==> src/rtl/clk_monitor.sv <==
// Clock-integrity monitor: measures each half-period of a sampled clock,
// qualifies it after a run of in-tolerance half-periods, and flags short/long/stuck errors.
module clk_monitor #(
  parameter int unsigned HALF_PERIOD = 10,
  parameter int unsigned TOL         = 1,
  parameter int unsigned LOCK_CNT    = 4,
  parameter int unsigned STUCK_LIMIT = 32,
  parameter int unsigned CNT_W       = 8
) (
  input  logic             clk,
  input  logic             rst,
  input  logic             mon_in,
  input  logic             enable,
  input  logic             clear_err,
  output logic             locked,
  output logic             err_short,
  output logic             err_long,
  output logic             err_stuck,
  output logic [CNT_W-1:0] half_len,
  output logic [15:0]      edge_count
);

  // Bounds are held one bit wider than the counter so TOL > HALF_PERIOD clamps to 0.
  localparam logic [CNT_W:0] LEN_LO   = (TOL > HALF_PERIOD) ? '0 : (CNT_W+1)'(HALF_PERIOD - TOL);
  localparam logic [CNT_W:0] LEN_HI   = (CNT_W+1)'(HALF_PERIOD + TOL);
  localparam logic [CNT_W:0] STUCK    = (CNT_W+1)'(STUCK_LIMIT);
  localparam int unsigned    GW       = $clog2(LOCK_CNT + 1);
  localparam logic [GW:0]    GOOD_REQ = (GW+1)'(LOCK_CNT);

  typedef enum logic [1:0] {IDLE, ACQUIRE, MEASURE, LOCKED} state_e;

  state_e           state_q;
  logic             q1_q, q2_q, q3_q;
  logic [CNT_W-1:0] run_cnt_q;
  logic [GW-1:0]    good_q;
  logic             locked_q, err_short_q, err_long_q, err_stuck_q;
  logic [CNT_W-1:0] half_len_q;
  logic [15:0]      edge_count_q;

  logic             edge_det;
  logic [CNT_W:0]   len_d;
  logic [CNT_W-1:0] run_cnt_d;
  logic [GW:0]      good_d;
  logic             measuring, len_good, stuck_hit;
  logic             set_short, set_long, set_stuck;

  always_comb begin
    edge_det  = q2_q ^ q3_q;
    len_d     = {1'b0, run_cnt_q} + 1'b1;
    run_cnt_d = (run_cnt_q == '1) ? run_cnt_q : run_cnt_q + 1'b1;
    good_d    = {1'b0, good_q} + 1'b1;
    measuring = enable && (state_q == MEASURE || state_q == LOCKED);
    len_good  = (len_d >= LEN_LO) && (len_d <= LEN_HI);
    // Fires on the cycle the counter would reach STUCK_LIMIT-1.
    stuck_hit = !edge_det && ((len_d + 1'b1) >= STUCK);
    set_short = measuring && edge_det && (len_d < LEN_LO);
    set_long  = measuring && edge_det && (len_d > LEN_HI);
    set_stuck = measuring && stuck_hit;
  end

  always_ff @(posedge clk or posedge rst) begin
    if (rst) begin
      state_q      <= IDLE;
      q1_q         <= 1'b0;
      q2_q         <= 1'b0;
      q3_q         <= 1'b0;
      run_cnt_q    <= '0;
      good_q       <= '0;
      locked_q     <= 1'b0;
      err_short_q  <= 1'b0;
      err_long_q   <= 1'b0;
      err_stuck_q  <= 1'b0;
      half_len_q   <= '0;
      edge_count_q <= '0;
    end else begin
      q1_q <= mon_in;
      q2_q <= q1_q;
      q3_q <= q2_q;

      err_short_q <= set_short | (err_short_q & ~clear_err);
      err_long_q  <= set_long  | (err_long_q  & ~clear_err);
      err_stuck_q <= set_stuck | (err_stuck_q & ~clear_err);

      if (enable && state_q != IDLE && edge_det)
        edge_count_q <= edge_count_q + 16'd1;

      if (!enable) begin
        state_q   <= IDLE;
        locked_q  <= 1'b0;
        run_cnt_q <= '0;
        good_q    <= '0;
      end else begin
        unique case (state_q)
          IDLE: begin
            state_q   <= ACQUIRE;
            run_cnt_q <= '0;
            good_q    <= '0;
          end
          ACQUIRE: begin
            run_cnt_q <= '0;
            good_q    <= '0;
            if (edge_det) state_q <= MEASURE;
          end
          MEASURE, LOCKED: begin
            if (edge_det) begin
              run_cnt_q  <= '0;
              half_len_q <= len_d[CNT_W-1:0];
              if (len_good) begin
                if (good_d >= GOOD_REQ) begin
                  state_q  <= LOCKED;
                  locked_q <= 1'b1;
                  good_q   <= GOOD_REQ[GW-1:0];
                end else begin
                  good_q <= good_d[GW-1:0];
                end
              end else begin
                state_q  <= MEASURE;
                locked_q <= 1'b0;
                good_q   <= '0;
              end
            end else if (stuck_hit) begin
              state_q    <= ACQUIRE;
              locked_q   <= 1'b0;
              good_q     <= '0;
              run_cnt_q  <= '0;
              half_len_q <= STUCK[CNT_W-1:0];
            end else begin
              run_cnt_q <= run_cnt_d;
            end
          end
          default: state_q <= IDLE;
        endcase
      end
    end
  end

  assign locked     = locked_q;
  assign err_short  = err_short_q;
  assign err_long   = err_long_q;
  assign err_stuck  = err_stuck_q;
  assign half_len   = half_len_q;
  assign edge_count = edge_count_q;

endmodule

==> config.mk <==
export PLATFORM = sky130hd
export DESIGN_NAME = clk_monitor
export DESIGN_NICKNAME = d
export VERILOG_FILES = /design/src/rtl/clk_monitor.sv
export SDC_FILE = /design/constraint.sdc
export NUM_CORES = 1
export LEC_CHECK = 0
export BUFFER_PORTS_ARGS = -buffer_cell sky130_fd_sc_hd__buf_2
export CAP_MARGIN = 20
export CORE_MARGIN = 3
export CORE_UTILIZATION = 61
export CTS_CLUSTER_SIZE = 30
export DETAILED_ROUTE_END_ITERATION = 6
export PLACE_DENSITY_LB_ADDON = 0.2
export SYNTH_ARGS = -nofsm -noshare
export SYNTH_HDL_FRONTEND = slang
export SYNTH_SLANG_ARGS = --single-unit
==> constraint.sdc <==
create_clock -name clk -period 7.2 [get_ports clk]
set_input_delay 0.36 -clock clk [delete_from_list [all_inputs] [get_ports clk]]
set_output_delay 0.36 -clock clk [all_outputs]
set_load 0.005 [all_outputs]
; After elaboration in Yosys (flattened, before gate mapping)
; Index checks and enable logic that the tools add are counted.
[op_classes]
addsub = 5
order_cmp = 6
bitwise_logic = 8
mux = 26
reduce_logical = 19
eq_ne = 11
[ops]
columns = cell, n
row1 = 8-bit two-way mux, 6
row2 = "16-bit by 1-bit adder with 16-bit output, second input constant", 1
row3 = 8-bit one-hot mux with 2 select lines, 1
row4 = 3-bit two-way mux, 5
row5 = 2-bit two-way mux, 6
row6 = "5-bit inequality test, second input constant", 2
row7 = "8-bit by 1-bit adder with 9-bit output, second input constant", 1
row8 = "9-bit by 1-bit adder with 9-bit output, second input constant", 1
row9 = "9-bit by 4-bit greater-or-equal comparator with 1-bit output, second input constant", 1
row10 = "9-bit by 6-bit greater-or-equal comparator with 1-bit output, second input constant", 1
row11 = "9-bit by 4-bit greater-than comparator with 1-bit output, second input constant", 1
row12 = "9-bit by 4-bit <= comparator with 1-bit output, second input constant", 1
row13 = 1-bit logical AND, 9
row14 = "9-bit by 4-bit less-than comparator with 1-bit output, second input constant", 1
row15 = 3-bit AND reduction, 3
row16 = "8-bit by 1-bit adder with 8-bit output, second input constant", 1
row17 = "8-bit == test, second input constant", 1
row18 = 1-bit two-way mux, 6
row19 = 2-bit one-hot mux with 3 select lines, 1
row20 = 3-bit one-hot mux with 2 select lines, 1
row21 = "3-bit by 1-bit adder with 4-bit output, second input constant", 1
row22 = "2-bit == test, second input constant", 2
row23 = "4-bit by 3-bit greater-or-equal comparator with 1-bit output, second input constant", 1
row24 = "4-bit by 3-bit inequality test with 1-bit output, second input constant", 1
row25 = 14 further kinds, 20
[totals]
word_cells = 87
regBits = 44
out_inout_bits = 28
inputBits = 5

; Depth between registers and ports, before layout
[logic_depth]
ltp_word = 8
ltp_mapped = 10
mapped_depth_nobuf = 8

; Worst setup path after synthesis
; OpenSTA, ideal clock, no wires.
[synth_timing]
kind = register to register
startpoint = reg run_cnt_q[0]
endpoint = reg half_len_q[5], in the netlist half_len[5]
t_required_ns = 7.075
path_stages_with_launch = 11
synth_period_minus_slack_ns = 2.635
t_arrival_ns = 2.510
slack_ns = 4.565
n_path_buf = 2
setup_ns = 0.125
path_cell_list = dfrtp_1 > buf_2 > inv_1 > ha_1 > inv_1 > or4_4 > a211oi_2 > a2bb2oi_2 > a21o_1 > buf_6 > mux2_4
[synth_between]
elab_chain_cells = 6
elab_cells_between_ends = 7
classes_between = 2 x add/sub / 1 x order compare / 1 x mux / 3 x reduce/logical
[synth_lines]
columns = element, line_no
row1 = start: declaration, 34  ; logic [CNT_W-1:0] run_cnt_q;
row2 = start signal: assignment, 128  ; run_cnt_q <= run_cnt_d;
row3 = 8-bit by 1-bit adder with 9-bit output *, 49  ; len_d = {1'b0, run_cnt_q} + 1'b1;
row4 = 9-bit by 1-bit adder with 9-bit output, 55  ; stuck_hit = !edge_det && ((len_d + 1'b1) >= STUCK);
row5 = 9-bit by 6-bit greater-or-equal comparator with 1-bit output, 55
row6 = 1-bit logical AND, 55
row7 = 2-bit nonzero test (no line), -
row8 = 3-bit AND reduction (no line), -
row9 = end signal: assignment, 107  ; half_len_q <= len_d[CNT_W-1:0];
row10 = end signal: assignment, 126  ; half_len_q <= STUCK[CNT_W-1:0];
row11 = end: declaration, 37  ; logic [CNT_W-1:0] half_len_q;
; Mark *: on every way between the ends. The rest lies on a longest branch, timed or not.
; A chain may end at the register's enable or synchronous reset.

; Worst setup path after layout
; Same ends and word-level chain as after synthesis.

==> results.sh <==
export IMPL_status="completed"
export IMPL_swShare_pct=25.5
export IMPL_syn_inst=213
export IMPL_critPathMaxFanout=11
export IMPL_grt_pass1_wl_um=7810
export IMPL_core_area_um2=3440
export IMPL_synth_edff_count=0
export IMPL_cts_max_path_buffers=2
export IMPL_ys_flop_type="dfrtp_1"
export IMPL_antenna_found_initial=0
export IMPL_hold_viol=0
export IMPL_yosysMostFrequentCell="dfrtp_1"
export IMPL_htreeDepth=2
export IMPL_syn_to_final_growth_pct=13.1
export IMPL_endpoint_kind="flop"
export IMPL_dieArea_um2=4440
export IMPL_synth_top_cell_area_share_pct=49.1
export IMPL_async_reset_ff_share_pct=100
export IMPL_fin_crit_sh_pct=42.0
export IMPL_drt_initial_drc_count=168
export IMPL_synthTopCellsByArea="dfrtp_1, xnor2_1, nand2_1"
export IMPL_io_pins=33
export IMPL_tightestPinTransition_ns=0.533
export IMPL_antenna_cells=0
export IMPL_layout_nets=257
export IMPL_ctsHoldBuffers=0
export IMPL_cp_start_kind="flop"
export IMPL_clk_pin_slew_ns=0.08
export IMPL_synth_distinct_cells=53
export IMPL_grt_pass1_vias=1622
export IMPL_num_vias=1698
export IMPL_p_leak_uw=0.00118
export IMPL_arrival_ns=3.21
export IMPL_drtPass1Iterations=5
export IMPL_root_buffer="clkbuf_8"
export IMPL_skew_ns=0.00305
export IMPL_synth_area_leader_cell="dfrtp_1"
export IMPL_p_int_uw=412
export IMPL_drc_errors=0
export IMPL_gp_congestion=0.877
export IMPL_period_minus_slack_ns=3.02
export IMPL_stdcell_area_um2=2530
export IMPL_grt_overflow=0
export IMPL_yosysSeqAreaShare_pct=49.1
export IMPL_die_h_um=66.6
export IMPL_synth_seq_cells=44
export IMPL_critPathRequiredTime_ns=7.38
export IMPL_fillers=248
export IMPL_grtUsageMet1_pct=32.5
export IMPL_initial_utilization_pct=65.1
export IMPL_viasPerCell=5.78
export IMPL_worstSetupPathType="flop to flop"
export IMPL_p_comb_share_pct=13.3
export IMPL_syn_area_per_cell_um2=10.5
export IMPL_tns_ns=0
export IMPL_port_buffers=32
export IMPL_finalSetupViolations=0
export IMPL_routedWlPerCell_um=16.0
export IMPL_track_usage_pct=23.3
export IMPL_max_freq_ghz=0.331
export IMPL_drive_gt1_share_pct=21.0
export IMPL_worstSkewPairLatency_ns=0.29
export IMPL_hp_class="input pin to flop"
export IMPL_wl_um=4700
export IMPL_met3_usage_pct=3.71
export IMPL_clkPwrFrac_pct=33.4
export IMPL_post_cts_buffers=0
export IMPL_max_slew_margin_pct=64.5
export IMPL_cts_buffers=5
export IMPL_postRouteAntennaNets=0
export IMPL_synth_commonest_cells="dfrtp_1, nand2_1, xnor2_1"
export IMPL_rsz0062_at_grt="false"
export IMPL_drv_slew=0
export IMPL_grt_max_degree=45
export IMPL_grt_use_met2_pct=37.6
export IMPL_dpl_hpwl_um=3360
export IMPL_netlist_area_um2=2240
export IMPL_drv_cap=0
export IMPL_die_w_um=66.6
export IMPL_row_count=21
export IMPL_ir_drop_uv=205
export IMPL_busiest_layer="met2"
export IMPL_cts_tree="done"
export IMPL_power_frac_seq_pct=53.3
export IMPL_power_switching_uw=141
export IMPL_cts_resized_gates=0
export IMPL_clock_sinks=44
export IMPL_power_density_nw_per_um2=218
export IMPL_place_area_um2=2430
export IMPL_yosysWarnings=0
[layout by cell type, fill, tap and decap left out, types with 8 or more instances in the layout]
cell type	synthesis	final
dfrtp_1	44	44
buf_2	2	32
nand2_1	19	19
xnor2_1	16	16
nor2_1	12	12
nand4_1	10	10
inv_1	9	8
a21oi_1	8	8
[critical path: stages, from the launching register on]
cell and delay, ns:
dfrtp_1 0.54, ha_1 0.46, xnor2_2 0.15, or4_4 0.51, a211oi_2 0.23, a2bb2oi_2 0.32, a21o_1 0.38, mux2_4 0.33
[logic make-up (layout without fill, tap and decap cells)]
logic type	after synthesis	count (layout)	share of synthesized area (%)
compound gates	45	45	14.8
xor+xnor	24	24	10.0
fa+ha+maj	5	5	2.79
buf+inv	16	50	3.46
flops	44	44	49.1
mux	3	3	1.62
other cells	1	2	0.167
simple gates	75	75	18.0
[power by group through the flow]
stage	Combinational, uW	Sequential, uW	Clock [uW]
after CTS	76.0	294	186
final	73.7	295	184
after floorplan	41.1	297	0
after detailed placement	75.8	299	0
after global placement	71.4	297	0
after global routing	82.3	298	195
[area by class of cell]
cell class | instances | area (um2) | share of cell area (%)
clock buffers | 6 | 72.6 | 2.86
well taps | 46 | 57.6 | 2.27
multi-input cells | 154 | 1070 | 42.1
inverters | 9 | 33.8 | 1.33
repair buffers | 33 | 168 | 6.61
flip-flops and latches | 44 | 1100 | 43.4
clock inverters | 2 | 35.0 | 1.38
[state kept, by name, indices dropped and copies added (netlist names), 2 cells and up]
name        cells
good_q          3
state_q         2
edge_count     16
half_len        8
run_cnt_q       8
[through the flow]
| stage | total power, uW | util [%] | hold WS, ns | worst slack [ns] | std cells |
|---|---|---|---|---|---|
| detailed placement | 374 | 70.5 | 0.338 | 4.24 | 286 |
| CTS | 557 | 73.6 | 0.163 | 4.22 | 294 |
| floorplan | 338 | - | 0.331 | 4.57 | 214 |
| global placement | 369 | 70.5 | 0.347 | 4.32 | 286 |
| finish | 553 | 73.6 | 0.170 | 4.18 | 294 |
| global route | 576 | 73.6 | 0.166 | 4.01 | 294 |
[final timing paths]
path / slack [ns] / end / from / cells past startpoint
min reg2reg: 0.37 / q2_q / q1_q / 0
max: 4.18 / half_len[5] / run_cnt_q[0] / 7
min: 0.17 / q1_q / mon_in / 1
min in group asynchronous: 0.18 / edge_count[1] / rst / 3
max in group asynchronous: 6.65 / run_cnt_q[3] / rst / 3
max reg2reg: 4.18 / half_len[5] / run_cnt_q[0] / 7
[metal layers]
| layer | share of wire (%) | up-vias |
|---|---|---|
| met3 | 4.1 | 4 |
| met4 | 0.70 | 0 |
| met2 | 50 | 38 |
| li1 | - | 819 |
| met5 | 0 | - |
| met1 | 45 | 837 |
Power figures use the tool's default switching activity.
